<file path="src/rtl/jtag_axi_master_pkg.sv">
// Shared types for the JTAG-to-AXI4-Lite master: transaction status codes,
// AXI response encodings and the sequencer state enum.
package jtag_axi_master_pkg;

   typedef enum logic [2:0] {
      STS_IDLE    = 3'd0,
      STS_BUSY    = 3'd1,
      STS_OKAY    = 3'd2,
      STS_SLVERR  = 3'd3,
      STS_DECERR  = 3'd4,
      STS_TIMEOUT = 3'd5
   } axi_txn_status_t;

   localparam logic [1:0] AXI_RESP_OKAY   = 2'b00;
   localparam logic [1:0] AXI_RESP_EXOKAY = 2'b01;
   localparam logic [1:0] AXI_RESP_SLVERR = 2'b10;
   localparam logic [1:0] AXI_RESP_DECERR = 2'b11;

   typedef enum logic [2:0] {
      StIdle,
      StWrReq,
      StWrResp,
      StRdReq,
      StRdResp
   } jtag_axi_fsm_t;

   // EXOKAY is folded into OKAY: the debugger only cares whether the access landed.
   function automatic axi_txn_status_t map_resp(input logic [1:0] resp);
      axi_txn_status_t sts;
      case (resp)
         AXI_RESP_OKAY, AXI_RESP_EXOKAY: sts = STS_OKAY;
         AXI_RESP_SLVERR:                sts = STS_SLVERR;
         default:                        sts = STS_DECERR;
      endcase
      return sts;
   endfunction

endpackage

</file>
<file path="src/rtl/jtag_axi_master_if.sv">
// AXI4-Lite bus between the JTAG master and the interconnect.
interface jtag_axi_master_if;
   logic        awvalid;
   logic        awready;
   logic [31:0] awaddr;
   logic [2:0]  awprot;
   logic        wvalid;
   logic        wready;
   logic [31:0] wdata;
   logic [3:0]  wstrb;
   logic        bvalid;
   logic        bready;
   logic [1:0]  bresp;
   logic        arvalid;
   logic        arready;
   logic [31:0] araddr;
   logic [2:0]  arprot;
   logic        rvalid;
   logic        rready;
   logic [31:0] rdata;
   logic [1:0]  rresp;

   modport master (
      output awvalid, awaddr, awprot, wvalid, wdata, wstrb, bready,
      output arvalid, araddr, arprot, rready,
      input  awready, wready, bvalid, bresp, arready, rvalid, rdata, rresp
   );

   modport slave (
      input  awvalid, awaddr, awprot, wvalid, wdata, wstrb, bready,
      input  arvalid, araddr, arprot, rready,
      output awready, wready, bvalid, bresp, arready, rvalid, rdata, rresp
   );
endinterface

</file>
<file path="src/rtl/jtag_axi_master_timeout.sv">
// Saturating outstanding-transaction counter; o_expired flags the limit.
// A limit of 0 disables expiry entirely.
module jtag_axi_master_timeout #(
   parameter int unsigned TIMEOUT_CYCLES = 4095
) (
   input  logic i_tck,
   input  logic i_trstn,
   input  logic i_clr,
   input  logic i_en,
   output logic o_expired
);
   localparam int unsigned CntW = (TIMEOUT_CYCLES == 0) ? 1 : $clog2(TIMEOUT_CYCLES + 1);
   localparam logic [CntW-1:0] Limit = CntW'(TIMEOUT_CYCLES);

   logic [CntW-1:0] r_cnt;

   always_ff @(posedge i_tck or negedge i_trstn) begin
      if (!i_trstn) begin
         r_cnt <= '0;
      end else if (i_clr) begin
         r_cnt <= '0;
      end else if (i_en && (r_cnt != Limit)) begin
         r_cnt <= r_cnt + 1'b1;
      end
   end

   assign o_expired = (TIMEOUT_CYCLES != 0) && (r_cnt == Limit);
endmodule

</file>
<file path="src/rtl/jtag_axi_master.sv">
// Issues one AXI4-Lite read or write per JTAG command and reports the outcome
// as a status word plus captured read data, all in the tck domain.
module jtag_axi_master
   import jtag_axi_master_pkg::*;
#(
   parameter int unsigned TIMEOUT_CYCLES = 4095,
   parameter logic [2:0]  AXI_PROT       = 3'b000
) (
   input  logic                     i_tck,
   input  logic                     i_trstn,
   input  logic                     i_cmd_valid,
   input  logic                     i_cmd_write,
   input  logic [31:0]              i_cmd_addr,
   input  logic [31:0]              i_cmd_wdata,
   input  logic [3:0]               i_cmd_wstrb,
   input  logic                     i_status_clr,
   output logic                     o_busy,
   output axi_txn_status_t          o_status,
   output logic [31:0]              o_rdata,
   output logic                     o_overrun,
   jtag_axi_master_if.master        m_axi
);
   jtag_axi_fsm_t   r_state, w_state_d;
   axi_txn_status_t r_status, w_status_d;
   logic            r_busy, w_busy_d;
   logic            r_overrun, w_overrun_d;
   logic [31:0]     r_rdata, w_rdata_d;
   logic [31:0]     r_addr, w_addr_d;
   logic [31:0]     r_wdata, w_wdata_d;
   logic [3:0]      r_wstrb, w_wstrb_d;
   logic            r_awvalid, w_awvalid_d;
   logic            r_wvalid, w_wvalid_d;
   logic            r_bready, w_bready_d;
   logic            r_arvalid, w_arvalid_d;
   logic            r_rready, w_rready_d;
   logic            r_aw_done, w_aw_done_d;
   logic            r_w_done, w_w_done_d;

   logic w_start, w_aw_fire, w_w_fire, w_expired, w_timed_out;

   assign w_start     = (r_state == StIdle) && i_cmd_valid;
   assign w_aw_fire   = r_awvalid && m_axi.awready;
   assign w_w_fire    = r_wvalid && m_axi.wready;
   assign w_timed_out = (r_status == STS_TIMEOUT) || w_expired;

   jtag_axi_master_timeout #(
      .TIMEOUT_CYCLES (TIMEOUT_CYCLES)
   ) u_timeout (
      .i_tck     (i_tck),
      .i_trstn   (i_trstn),
      .i_clr     (w_start),
      .i_en      (r_busy),
      .o_expired (w_expired)
   );

   always_ff @(posedge i_tck or negedge i_trstn) begin
      if (!i_trstn) begin
         r_state   <= StIdle;
         r_status  <= STS_IDLE;
         r_busy    <= 1'b0;
         r_overrun <= 1'b0;
         r_rdata   <= '0;
         r_addr    <= '0;
         r_wdata   <= '0;
         r_wstrb   <= '0;
         r_awvalid <= 1'b0;
         r_wvalid  <= 1'b0;
         r_bready  <= 1'b0;
         r_arvalid <= 1'b0;
         r_rready  <= 1'b0;
         r_aw_done <= 1'b0;
         r_w_done  <= 1'b0;
      end else begin
         r_state   <= w_state_d;
         r_status  <= w_status_d;
         r_busy    <= w_busy_d;
         r_overrun <= w_overrun_d;
         r_rdata   <= w_rdata_d;
         r_addr    <= w_addr_d;
         r_wdata   <= w_wdata_d;
         r_wstrb   <= w_wstrb_d;
         r_awvalid <= w_awvalid_d;
         r_wvalid  <= w_wvalid_d;
         r_bready  <= w_bready_d;
         r_arvalid <= w_arvalid_d;
         r_rready  <= w_rready_d;
         r_aw_done <= w_aw_done_d;
         r_w_done  <= w_w_done_d;
      end
   end

   always_comb begin
      w_state_d   = r_state;
      w_status_d  = r_status;
      w_busy_d    = r_busy;
      w_overrun_d = r_overrun;
      w_rdata_d   = r_rdata;
      w_addr_d    = r_addr;
      w_wdata_d   = r_wdata;
      w_wstrb_d   = r_wstrb;
      w_awvalid_d = r_awvalid;
      w_wvalid_d  = r_wvalid;
      w_bready_d  = r_bready;
      w_arvalid_d = r_arvalid;
      w_rready_d  = r_rready;
      w_aw_done_d = r_aw_done;
      w_w_done_d  = r_w_done;

      if (i_status_clr) begin
         w_overrun_d = 1'b0;
      end else if (i_cmd_valid && r_busy) begin
         w_overrun_d = 1'b1;
      end

      // Valids stay up past expiry; only the reported status changes.
      if (r_busy && w_expired) begin
         w_status_d = STS_TIMEOUT;
      end

      unique case (r_state)
         StIdle: begin
            if (i_cmd_valid) begin
               w_addr_d   = i_cmd_addr;
               w_wdata_d  = i_cmd_wdata;
               w_wstrb_d  = i_cmd_wstrb;
               w_busy_d   = 1'b1;
               w_status_d = STS_BUSY;
               if (i_cmd_write) begin
                  w_state_d   = StWrReq;
                  w_awvalid_d = 1'b1;
                  w_wvalid_d  = 1'b1;
                  w_aw_done_d = 1'b0;
                  w_w_done_d  = 1'b0;
               end else begin
                  w_state_d   = StRdReq;
                  w_arvalid_d = 1'b1;
               end
            end else if (i_status_clr) begin
               w_status_d = STS_IDLE;
            end
         end
         StWrReq: begin
            if (w_aw_fire) begin
               w_awvalid_d = 1'b0;
               w_aw_done_d = 1'b1;
            end
            if (w_w_fire) begin
               w_wvalid_d = 1'b0;
               w_w_done_d = 1'b1;
            end
            if ((r_aw_done || w_aw_fire) && (r_w_done || w_w_fire)) begin
               w_state_d  = StWrResp;
               w_bready_d = 1'b1;
            end
         end
         StWrResp: begin
            if (r_bready && m_axi.bvalid) begin
               w_bready_d = 1'b0;
               w_busy_d   = 1'b0;
               w_state_d  = StIdle;
               w_status_d = w_timed_out ? STS_TIMEOUT : map_resp(m_axi.bresp);
            end
         end
         StRdReq: begin
            if (r_arvalid && m_axi.arready) begin
               w_arvalid_d = 1'b0;
               w_rready_d  = 1'b1;
               w_state_d   = StRdResp;
            end
         end
         StRdResp: begin
            if (r_rready && m_axi.rvalid) begin
               w_rready_d = 1'b0;
               w_busy_d   = 1'b0;
               w_state_d  = StIdle;
               // A response arriving after expiry is drained but not reported.
               if (w_timed_out) begin
                  w_status_d = STS_TIMEOUT;
               end else begin
                  w_status_d = map_resp(m_axi.rresp);
                  w_rdata_d  = m_axi.rdata;
               end
            end
         end
         default: w_state_d = StIdle;
      endcase
   end

   assign o_busy    = r_busy;
   assign o_status  = r_status;
   assign o_rdata   = r_rdata;
   assign o_overrun = r_overrun;

   assign m_axi.awvalid = r_awvalid;
   assign m_axi.awaddr  = r_addr;
   assign m_axi.awprot  = AXI_PROT;
   assign m_axi.wvalid  = r_wvalid;
   assign m_axi.wdata   = r_wdata;
   assign m_axi.wstrb   = r_wstrb;
   assign m_axi.bready  = r_bready;
   assign m_axi.arvalid = r_arvalid;
   assign m_axi.araddr  = r_addr;
   assign m_axi.arprot  = AXI_PROT;
   assign m_axi.rready  = r_rready;
endmodule

</file>
<file path="src/flat_wrapper.sv">
// flat-port wrapper written by rule: the top's interface ports become plain ports
module jtag_axi_master_flat import jtag_axi_master_pkg::*;
#(
   parameter int unsigned TIMEOUT_CYCLES = 4095,
   parameter logic [2:0]  AXI_PROT       = 3'b000
)
  (i_tck, i_trstn, i_cmd_valid, i_cmd_write, i_cmd_addr, i_cmd_wdata, i_cmd_wstrb, i_status_clr, o_busy, o_status, o_rdata, o_overrun, m_axi_awvalid, m_axi_awaddr, m_axi_awprot, m_axi_wvalid, m_axi_wdata, m_axi_wstrb, m_axi_bready, m_axi_arvalid, m_axi_araddr, m_axi_arprot, m_axi_rready, m_axi_awready, m_axi_wready, m_axi_bvalid, m_axi_bresp, m_axi_arready, m_axi_rvalid, m_axi_rdata, m_axi_rresp);
  jtag_axi_master_if m_axi_i ();
  input  logic i_tck;
  input  logic i_trstn;
  input  logic i_cmd_valid;
  input  logic i_cmd_write;
  input  logic [31:0] i_cmd_addr;
  input  logic [31:0] i_cmd_wdata;
  input  logic [3:0] i_cmd_wstrb;
  input  logic i_status_clr;
  output logic o_busy;
  output axi_txn_status_t o_status;
  output logic [31:0] o_rdata;
  output logic o_overrun;
  output wire logic [$bits(m_axi_i.awvalid)-1:0] m_axi_awvalid;
  output wire logic [$bits(m_axi_i.awaddr)-1:0] m_axi_awaddr;
  output wire logic [$bits(m_axi_i.awprot)-1:0] m_axi_awprot;
  output wire logic [$bits(m_axi_i.wvalid)-1:0] m_axi_wvalid;
  output wire logic [$bits(m_axi_i.wdata)-1:0] m_axi_wdata;
  output wire logic [$bits(m_axi_i.wstrb)-1:0] m_axi_wstrb;
  output wire logic [$bits(m_axi_i.bready)-1:0] m_axi_bready;
  output wire logic [$bits(m_axi_i.arvalid)-1:0] m_axi_arvalid;
  output wire logic [$bits(m_axi_i.araddr)-1:0] m_axi_araddr;
  output wire logic [$bits(m_axi_i.arprot)-1:0] m_axi_arprot;
  output wire logic [$bits(m_axi_i.rready)-1:0] m_axi_rready;
  input wire logic [$bits(m_axi_i.awready)-1:0] m_axi_awready;
  input wire logic [$bits(m_axi_i.wready)-1:0] m_axi_wready;
  input wire logic [$bits(m_axi_i.bvalid)-1:0] m_axi_bvalid;
  input wire logic [$bits(m_axi_i.bresp)-1:0] m_axi_bresp;
  input wire logic [$bits(m_axi_i.arready)-1:0] m_axi_arready;
  input wire logic [$bits(m_axi_i.rvalid)-1:0] m_axi_rvalid;
  input wire logic [$bits(m_axi_i.rdata)-1:0] m_axi_rdata;
  input wire logic [$bits(m_axi_i.rresp)-1:0] m_axi_rresp;
  assign m_axi_awvalid = m_axi_i.awvalid;
  assign m_axi_awaddr = m_axi_i.awaddr;
  assign m_axi_awprot = m_axi_i.awprot;
  assign m_axi_wvalid = m_axi_i.wvalid;
  assign m_axi_wdata = m_axi_i.wdata;
  assign m_axi_wstrb = m_axi_i.wstrb;
  assign m_axi_bready = m_axi_i.bready;
  assign m_axi_arvalid = m_axi_i.arvalid;
  assign m_axi_araddr = m_axi_i.araddr;
  assign m_axi_arprot = m_axi_i.arprot;
  assign m_axi_rready = m_axi_i.rready;
  assign m_axi_i.awready = m_axi_awready;
  assign m_axi_i.wready = m_axi_wready;
  assign m_axi_i.bvalid = m_axi_bvalid;
  assign m_axi_i.bresp = m_axi_bresp;
  assign m_axi_i.arready = m_axi_arready;
  assign m_axi_i.rvalid = m_axi_rvalid;
  assign m_axi_i.rdata = m_axi_rdata;
  assign m_axi_i.rresp = m_axi_rresp;
  jtag_axi_master #(.TIMEOUT_CYCLES(TIMEOUT_CYCLES), .AXI_PROT(AXI_PROT)) u_core (.i_tck(i_tck), .i_trstn(i_trstn), .i_cmd_valid(i_cmd_valid), .i_cmd_write(i_cmd_write), .i_cmd_addr(i_cmd_addr), .i_cmd_wdata(i_cmd_wdata), .i_cmd_wstrb(i_cmd_wstrb), .i_status_clr(i_status_clr), .o_busy(o_busy), .o_status(o_status), .o_rdata(o_rdata), .o_overrun(o_overrun), .m_axi(m_axi_i));
endmodule
</file>
<file path="config.mk">
export PLATFORM = sky130hd
export DESIGN_NAME = jtag_axi_master_flat
export DESIGN_NICKNAME = d
export VERILOG_FILES = /design/src/rtl/jtag_axi_master_pkg.sv /design/src/rtl/jtag_axi_master_if.sv /design/src/rtl/jtag_axi_master_timeout.sv /design/src/rtl/jtag_axi_master.sv /design/src/flat_wrapper.sv
export SDC_FILE = /design/constraint.sdc
export NUM_CORES = 1
export LEC_CHECK = 0
export BUFFER_PORTS_ARGS = -buffer_cell sky130_fd_sc_hd__buf_2
export CAP_MARGIN = 15
export CORE_MARGIN = 4
export CORE_UTILIZATION = 50
export DETAILED_ROUTE_END_ITERATION = 8
export PLACE_DENSITY = 0.85
export REMOVE_ABC_BUFFERS = 1
export SKIP_CTS_REPAIR_TIMING = 1
export SLEW_MARGIN = 20
export SYNTH_ARGS = -nofsm -noshare
export SYNTH_HDL_FRONTEND = slang
export SYNTH_HIERARCHICAL = 1
export SYNTH_SLANG_ARGS = --single-unit
</file>
<file path="constraint.sdc">
create_clock -name i_tck -period 6.8 [get_ports i_tck]
set_clock_uncertainty 0.15 [all_clocks]
set_input_delay 0.34 -clock i_tck [delete_from_list [all_inputs] [get_ports i_tck]]
set_output_delay 0.34 -clock i_tck [all_outputs]
set_load 0.1 [all_outputs]
</file>
Word level (Yosys, flattened, before mapping). Cells that the tools add are included.

Register bits: 127. Input bits: 114. Output and inout port bits: 148. Logic and storage cells: 117.

Add/subtract/negate cells: 1. Equality and inequality tests: 20. Mux-type cells: 45. Bitwise logic cells: 1. Reductions and logical operators: 34.

Operators by type and width (number): 3-bit 2-to-1 mux (12); 12-bit 2-to-1 mux (2); 1-bit 2-to-1 mux (18); 4-bit AND reduction (4); 3-bit one-hot mux with 5 select lines (1); 1-bit one-hot mux with 2 select lines (7); 12-bit by 1-bit adder with 12-bit output (second input constant) (1); 12-bit equality test (second input constant) (1); 12-bit inequality test (second input constant) (1); 2-bit by 1-bit inequality test with 1-bit output (second input constant) (6); 3-bit one-hot mux with 2 select lines (2); 2-bit nonzero test (6); 1-bit logical AND (10); 3-bit one-hot mux with 3 select lines (1); 3-bit AND reduction (3); 3-bit by 2-bit equality test with 1-bit output (second input constant) (2); 3-bit equality test (second input constant) (2); 2-bit inequality test (second input constant) (3); 5-bit AND reduction (1); 2-bit by 1-bit equality test with 1-bit output (second input constant) (2); 2-bit equality test (second input constant) (2); 2-bit zero test (2); 2-bit OR reduction (2); 3-bit by 1-bit equality test with 1-bit output (second input constant) (1); other kinds (7) (9).

Longest topological paths before layout. Gate-level depths: netlist (run 1).

Depth in word-level cells: 6. Gate-level depth with buffers: 9. Gate-level depth less buffers: 6.

Hierarchy. Netlist (run 1), hierarchy kept.

By module, submodules not included: jtag_axi_master (times used 1, cells an instance 352, area each 4904.7 um2, sequential area each 2877.8 um2); jtag_axi_master_timeout (times used 1, cells an instance 67, area each 661.9 um2, sequential area each 300.3 um2).

Worst setup path before layout (run 1). No wires, ideal clock.

Kind: reg-to-reg. Start point: register u_core.r_busy, in the netlist u_core/o_busy. End point: register u_core.u_timeout.r_cnt[9]. Setup time: 140 ps. Arrival time: 2018 ps. Required time: 6510 ps. Setup slack: 4493 ps. Stages on the path, launching flop included: 5. Buffers on the path: 0. Period minus slack after synthesis: 2307 ps. Cells stage by stage: dfrtp_1 nand3_1 or3_4 o311ai_0 o41ai_1.

Word-level cells in the longest chain between the ends: 2.

Ends and longest elaborated chain: from (decl) (RTL line jtag_axi_master.sv:25) `logic r_busy, w_busy_d;`; from (signal assigned) (RTL line jtag_axi_master.sv:76) `r_busy <= w_busy_d;`; 1-bit logical AND (RTL line jtag_axi_master_timeout.sv:22) `end else if (i_en && (r_cnt != Limit)) begin`; 2-bit nonzero test (no line); to (signal assigned) (RTL line jtag_axi_master_timeout.sv:23) `r_cnt <= r_cnt + 1'b1;`; to (decl) (RTL line jtag_axi_master_timeout.sv:15) `logic [CntW-1:0] r_cnt;`.

No other way between the ends. A chain may end at the register's enable or synchronous reset.

Worst setup path after layout (run 1).
Start point: register u_core.r_state[1]. End point: register u_core.u_timeout.r_cnt[9].

Word-level cells in the longest chain between the ends: 3. Elaborated cells on any way between the ends: 4. Classes of those cells: 1 x mux; 3 x reduce/logical.

Ends and longest elaborated chain: from (decl) (RTL line jtag_axi_master.sv:23) `jtag_axi_fsm_t r_state, w_state_d;`; from (signal assigned) (RTL line jtag_axi_master.sv:58) `r_state <= StIdle;`; from (signal assigned) (RTL line jtag_axi_master.sv:74) `r_state <= w_state_d;`; 3-bit zero test (*) (RTL line jtag_axi_master.sv:41) `assign w_start = (r_state == StIdle) && i_cmd_valid;`; 1-bit logical AND (*) (RTL line jtag_axi_master.sv:41); 12-bit 2-to-1 mux / 2-bit nonzero test (equally long branches).

Mark *: on every way between the ends. The rest lies on a longest branch, timed or not.

==> results of run 1 <==
-- final cells by class --
cell class,instances,area share
Inverter,8,0.00375
Timing Repair Buffer,361,0.280
Antenna cell,1,0.000300
Multi-Input combinational cell,236,0.238
Clock buffer,22,0.0567
Sequential cell,127,0.381
Clock inverter,9,0.0188
Tap cell,140,0.0210
-- worst max-delay path: cells and delay by family (launching register included) --
family | cells | cell delay, ns
buffers and inverters | 3 | 1.19
AOI/OAI and AO/OA | 2 | 0.27
DFF | 1 | 0.56
and+or+nand+nor | 2 | 0.41
-- registers in the layout (all words and copies together) (netlist names) --
name,cells
u_core/m_axi.wvalid,1
u_core/m_axi.wstrb,4
u_core/r_aw_done,1
u_core/o_busy,1
u_core/o_overrun,1
u_core/m_axi.arvalid,1
u_core/m_axi.bready,1
u_core/u_timeout/r_cnt,12
u_core/r_w_done,1
u_core/m_axi.araddr,32
u_core/r_state,3
u_core/o_status,3
u_core/m_axi.wdata,32
u_core/m_axi.awvalid,1
u_core/o_rdata,32
u_core/m_axi.rready,1
-- cells in the mapped netlist, types with 4 or more instances --
cell type / n / share of area
mux2_1: 100 / 0.20
and2_1: 4 / 0.0045
nand2_1: 22 / 0.015
nand3_1: 5 / 0.0045
a21oi_1: 11 / 0.0099
nor2_1: 16 / 0.011
o21ai_0: 11 / 0.0099
dfrtp_1: 127 / 0.57
buf_4: 45 / 0.061
inv_1: 7 / 0.0047
-- worst min-delay path by stage --
| stage | startpoint | end | slack (ns) | cells after the start |
|---|---|---|---|---|
| 2_1_floorplan | i_trstn | u_core/m_axi.araddr[0] | -0.11 | 0 |
| 3_3_place_gp | i_trstn | u_core/m_axi.araddr[28] | 0.30 | 1 |
| 3_5_place_dp | i_trstn | u_core/m_axi.araddr[28] | 0.30 | 1 |
| 4_1_cts | i_trstn | u_core/m_axi.araddr[28] | -0.24 | 1 |
| 5_1_grt | m_axi_arready | u_core/r_state[0] | 0.009 | 4 |
| 6_report | m_axi_arready | u_core/r_state[0] | 0.0005 | 4 |
-- kinds of logic after synthesis --
| family | share of synthesized area |
|---|---|
| adders and majority gates | 0.00225 |
| xor gates and xnor gates | 0.00157 |
| other | 0.000674 |
| DFF | 0.571 |
| and+or+nand+nor | 0.0748 |
| AOI/OAI and AO/OA | 0.0679 |
| buffers and inverters | 0.0760 |
| muxes | 0.206 |
-- through the flow --
stage | utilization | setup WS [ns] | std cells | hold WS, ns | cell area [um2]
after global placement | 0.612 | 4.21 | 768 | 0.298 | 6660
after detailed placement | 0.612 | 4.06 | 768 | 0.304 | 6660
after floorplan | - | 4.38 | 371 | -0.106 | 5190
after global routing | 0.766 | 3.85 | 904 | 0.00858 | 8340
after CTS | 0.670 | 4.03 | 799 | -0.235 | 7290
final | 0.766 | 4.00 | 904 | 0.000531 | 8340
-- layer usage --
metal / vias to the layer above / part of all wire / wire length (um) / global-route usage
met2: 212 / 0.53 / 8930 / 0.379
met5: - / 0 / 0 / 0
li1: 2109 / - / - / -
met1: 2251 / 0.36 / 6130 / 0.239
met4: 0 / 0.026 / 435 / 0.0921
met3: 34 / 0.078 / 1300 / 0.0658
==> impl_metrics.tcl, run 1 <==
set metrics [dict create \
    final_antenna_net_count 0 \
    rsz0062_at_grt "false" \
    netlist_area_mm2 0.00557 \
    startpoint_type "flop" \
    mostFrequentLayoutCells "buf_2 (254), dfrtp_1 (127), dlygate4sd3_1 (104)" \
    clock-sinks 127 \
    cp.arrival_ns 3.02 \
    synth_warnings 6 \
    drive_gt1_frac 0.394 \
    first_pass_iters 4 \
    hold_viol 0 \
    start_util 0.511 \
    path_max_fanout 48 \
    drt_wl_total_mm 16.8 \
    cp-end-kind "flop" \
    cts_made_buffers 17 \
    layout_min_cycle_time_ns 2.80 \
    r2r_setup_slack_ns 4.00 \
    ys_ff_latch 127 \
    ff2ff_path_depth 7 \
    crit_path_max_incr_delay_ns 0.59 \
    tritoncts "built" \
    routedWlPerCell_um 18.6 \
    antenna_found_initial 1 \
    core_mm2 0.0109 \
    core.rowCount 38 \
    dieArea_mm2 0.0129 \
    fill_cells 641 \
    fin_crit_sh 0.412 \
    grt_usage 0.215 \
    hpwl_mm 10.2 \
    grt_pass1_wl_mm 21.6 \
    crit_slowest_cell "buf_4" \
    final-seq-area_mm2 0.00318 \
    clock_path_buffers 2 \
    grt_pass1_vias 4316 \
    layout.nets 866 \
    drtIter0Drc 141 \
    drc 0 \
    die_x_um 114 \
    final_common_cell "buf_2" \
    synthCells 419 \
    setup_viol 0 \
    clkTransAtPathRegs_ns 0.06 \
    synth-edff-count 0 \
    setup_tns_ns 0 \
    async_flop_share 1.00 \
    slew_headroom 0.430 \
    hold_class "input pin to flop" \
    syn2layout_area_growth_pct 49.7 \
    cap_violations 0 \
    crit_chain "nor2_4 -> nand2_1 -> clkinv_2 -> buf_4 -> inv_1 -> o311ai_0 -> o41ai_1" \
    syn_area_per_cell_um2 13.3 \
    gp_congestion 0.819 \
    port_buffers 255 \
    setup.worst_path.start "u_core/r_state[1]" \
    grt_max_degree 70 \
    r2r_start "u_core/r_state[1]" \
    max_freq_mhz 357 \
    synthFlopType "dfrtp_1" \
    synth.distinct_cells 53 \
    status "finished, final reports clean" \
    r2r-end "u_core/u_timeout/r_cnt[9]" \
    clockRootBuffer "clkbuf_8" \
    endpoint "u_core/u_timeout/r_cnt[9]" \
    cts_htree_levels 4 \
    viasPerCell 5.10 \
    clock_latency_ns 0.51 \
    vias 4606 \
    die_height_um 114 \
    multiInputGateArea_mm2 0.00198 \
    synth.yosys.seq_area_share 0.571 \
    worstSetupPathType "flop to flop" \
    io_pins 262 \
    worstMarginPinSlew_ns 0.855 \
    overflow 0 \
    cp.required_ns 7.02 \
    maxSlewViolCount 0 \
]
Power of run 1 is not shown: default switching activity piles up to over one toggle a cycle in this logic, so the estimate is an artifact.
==> run 2: changes to the inputs <==
CORE_UTILIZATION = 47   (was 50)
PLACE_DENSITY = 0.81   (was 0.85)
clock period = 2.8 ns   (was 6.8 ns; I/O delays follow)
==> impl_metrics.tcl, run 2 (synthesis results as in run 1) <==
set metrics [dict create \
    drt_wl_total_mm 16.6 \
    cts_made_buffers 17 \
    drc 0 \
    fin_cells 915 \
    cp.arrival_ns 2.48 \
    fin_crit_sh 0.841 \
    grt_max_degree 80 \
    final-seq-area_mm2 0.00318 \
    slew_headroom 0.509 \
    grt_usage 0.196 \
    multiInputGateArea_mm2 0.00198 \
    first_pass_iters 4 \
    die_height_um 117 \
    cts_htree_levels 4 \
    routedWlPerCell_um 18.2 \
    port_buffers 255 \
    use_met1 0.220 \
    viasPerCell 5.09 \
    start_util 0.483 \
    dp_cells 773 \
    maxSlewViolCount 0 \
    fill_cells 694 \
    cap_violations 0 \
    die_x_um 117 \
    gp_congestion 0.810 \
    layout_min_cycle_time_ns 2.36 \
    core.rowCount 39 \
    cp.required_ns 2.93 \
    clkTransAtPathRegs_ns 0.06 \
    grt_pass1_vias 3995 \
    tritoncts "built" \
    path_max_fanout 32 \
    overflow 0 \
    met3_usage 0.0663 \
    setup_tns_ns 0 \
    clockRootBuffer "clkbuf_16" \
    drtIter0Drc 295 \
    mostFrequentLayoutCells "buf_2 (254), dfrtp_1 (127), dlygate4sd3_1 (110)" \
    final_antenna_net_count 0 \
    clock_path_buffers 2 \
    dieArea_mm2 0.0136 \
    drive_gt1_frac 0.394 \
    rsz0062_at_grt "false" \
    layout.nets 874 \
    insertedDiodeCount 0 \
    cp-end-kind "flop" \
    vias 4654 \
    clock_latency_ns 0.41 \
    hpwl_mm 9.96 \
    io_pins 262 \
    grt_busiest_layer "met2" \
    status "finished with violations" \
    core_mm2 0.0115 \
    startpoint_type "flop" \
    grt_pass1_wl_mm 20.3 \
    violations "hold timing" \
    hold_class "input pin to flop" \
    worstSetupPathType "flop to flop" \
    syn2layout_area_growth_pct 51.8 \
    final_util 0.734 \
    hold_viol 1 \
    setup_viol 0 \
    clock-sinks 127 \
    worstMarginPinSlew_ns 0.736 \
    antenna_found_initial 0 \
    grt_util_met2 0.340 \
    whs_ns -0.0244 \
    max_freq_mhz 424 \
    final_common_cell "buf_2" \
]
[run 2: changes by cell type in the layout (fill, tap and decap cells not counted), sizes merged]
cell         previous run  this run
diode                   1         0
clkinvlp                3         0
buf                   257       259
clkinv                  3         7
dlygate4sd3           104       110
[run 2: cell type report]
cell class,count,share of cell area
Timing Repair Buffer,369,0.288
Clock buffer,22,0.0573
Inverter,8,0.00370
Clock inverter,10,0.0187
Sequential cell,127,0.376
Multi-Input combinational cell,236,0.235
Tap cell,143,0.0212
[run 2: path summary, 6_finish.rpt]
| path | from | cells past startpoint | slack, ns | endpoint |
|---|---|---|---|---|
| max in group asynchronous | i_trstn | 3 | 1.52 | u_core/m_axi.araddr[5] |
| worst max register to register | u_core/u_timeout/r_cnt[0] | 6 | 0.44 | u_core/o_rdata[19] |
| min in group asynchronous | i_trstn | 2 | 0.21 | u_core/m_axi.araddr[31] |
| worst min-delay path | m_axi_rresp[0] | 4 | -0.02 | u_core/o_status[0] |
| worst max-delay path | u_core/u_timeout/r_cnt[0] | 6 | 0.44 | u_core/o_rdata[19] |
| worst min register to register | u_core/m_axi.wdata[11] | 1 | 0.33 | u_core/m_axi.wdata[11] |
[run 2: critical path: stages (launching register included)]
cell and delay (ns):
dfrtp_1 0.42, ha_1 0.25, nand2_1 0.14, nor4_2 0.07
a31o_2 0.30, nor2_8 0.47, mux2_1 0.41
[run 2: routing by layer]
metal  share of wire  vias to the layer above
met4           0.030                        0
met5               0                        -
met2            0.53                      231
met1            0.36                     2249
li1                -                     2133
met3           0.078                       41
[run 2: per-stage QoR]
step	instance area, um2	setup WS [ns]	hold WS, ns
floorplan	5190	0.381	-0.306
global placement	6710	0.582	0.0737
detailed placement	6710	0.489	0.0874
CTS	7350	0.480	-0.352
global route	8450	0.357	0.0217
finish	8450	0.444	-0.0244
Power of run 2 is left out for the same reason.
==> run 3: changes to the inputs <==
CORE_UTILIZATION = 42   (was 47)
PLACE_DENSITY = 0.76   (was 0.81)
clock period = 2.1 ns   (was 2.8 ns; I/O delays follow)
==> impl_metrics.tcl, run 3 (synthesis results as in run 1) <==
set metrics [dict create \
    status "finished with violations" \
    violations "hold timing" \
    drtIter0Drc 270 \
    whs_ns -0.0105 \
    setup_viol 0 \
    gp_congestion 0.807 \
    clkTransAtPathRegs_ns 0.06 \
    grt_pass1_vias 4348 \
    die_height_um 123 \
    overflow 0 \
    cts_made_buffers 17 \
    endpoint "u_core/o_rdata[22]" \
    path_max_fanout 16 \
    syn2layout_area_growth_pct 55.1 \
    startpoint_type "flop" \
    cp-end-kind "flop" \
    drc 0 \
    fin_cells 967 \
    cts_htree_levels 4 \
    mostFrequentLayoutCells "buf_2 (254), dfrtp_1 (127), dlygate4sd3_1 (116)" \
    layout.nets 897 \
    use_met1 0.206 \
    worstSetupPathType "flop to flop" \
    hold_viol 1 \
    fill_cells 865 \
    insertedDiodeCount 0 \
    clock_path_buffers 2 \
    ff2ff_path_depth 6 \
    viasPerCell 4.89 \
    drt_wl_total_mm 17.0 \
    core_mm2 0.0128 \
    fin_crit_sh 0.988 \
    drive_gt1_frac 0.404 \
    vias 4730 \
    maxSlewViolCount 0 \
    clock_latency_ns 0.40 \
    start_util 0.436 \
    r2r_setup_slack_ns 0.03 \
    dp_cells 817 \
    cp.arrival_ns 2.20 \
    hpwl_mm 10.7 \
    hold_class "input pin to flop" \
    slew_headroom 0.605 \
    final_antenna_net_count 0 \
    setup.worst_path.start "u_core/u_timeout/r_cnt[7]" \
    grt_util_met2 0.326 \
    met3_usage 0.0604 \
    final_common_cell "buf_2" \
    clock-sinks 127 \
    cap_violations 0 \
    r2r-end "u_core/o_rdata[22]" \
    grt_busiest_layer "met2" \
    r2r_start "u_core/u_timeout/r_cnt[7]" \
    io_pins 262 \
    layout_min_cycle_time_ns 2.07 \
    routedWlPerCell_um 17.6 \
    dieArea_mm2 0.0152 \
    first_pass_iters 4 \
    cp.required_ns 2.23 \
    grt_max_degree 48 \
    grt_usage 0.185 \
    die_x_um 123 \
    clockRootBuffer "clkbuf_16" \
    antenna_found_initial 0 \
    port_buffers 255 \
    max_freq_mhz 482 \
    tritoncts "built" \
    worstMarginPinSlew_ns 0.592 \
    core.rowCount 41 \
    grt_pass1_wl_mm 21.7 \
]
==> run 3: changes by cell type in the layout (fill, tap and decap cells not counted), moves of 4 or more <==
cell	change
buf_4	+14
dlygate4sd3_1	+6
clkinv_2	-5
clkinvlp_4	+7
clkbuf_8	-4
bufinv_16	-4
==> run 3: final cells by class <==
cell class / count / area (um2) / share of cell area
Clock buffer: 19 / 433 / 0.0501
Clock inverter: 13 / 108 / 0.0125
Inverter: 8 / 30.0 / 0.00348
Multi-Input combinational cell: 236 / 2000 / 0.232
Sequential cell: 127 / 3180 / 0.368
Tap cell: 172 / 215 / 0.0249
Timing Repair Buffer: 392 / 2670 / 0.309
==> run 3: metal layers <==
layer,vias to the layer above,wire (um)
met4,0,435
met2,232,9010
met1,2289,6200
met5,-,0
li1,2173,-
met3,36,1380
==> run 3: how the worst min path moves through the flow <==
stage | depth (start not counted) | from | end
global placement | 1 | i_trstn | u_core/m_axi.wdata[30]
floorplan | 0 | i_trstn | u_core/m_axi.araddr[0]
finish | 4 | m_axi_rresp[1] | u_core/o_status[0]
global route | 4 | m_axi_rresp[1] | u_core/o_status[0]
detailed placement | 1 | i_trstn | u_core/m_axi.araddr[28]
CTS | 1 | i_trstn | u_core/m_axi.araddr[28]
==> run 3: worst max-delay path, stage by stage, from the launching register on <==
cell and delay, ns:
dfrtp_1 0.43, nand4_1 0.21, nor4_4 0.37, a31o_4 0.20, nor2_8 0.06, clkbuf_16 0.18
mux2_1 0.34
==> run 3: through the flow <==
| stage | hold slack, ns | cell area [um2] | TNS, ns | setup WS, ns | utilization |
|---|---|---|---|---|---|
| final | -0.0105 | 8630 | 0 | 0.0258 | 0.676 |
| after detailed placement | -0.00759 | 6880 | 0 | 0.0578 | 0.539 |
| after CTS | -0.448 | 7420 | 0 | 0.0432 | 0.581 |
| after floorplan | -0.341 | 5190 | -26.55 | -0.319 | - |
| after global routing | 0.00178 | 8630 | -0.122 | -0.0289 | 0.676 |
| after global placement | -0.0211 | 6880 | 0 | 0.128 | 0.539 |
Power of run 3 is left out for the same reason.
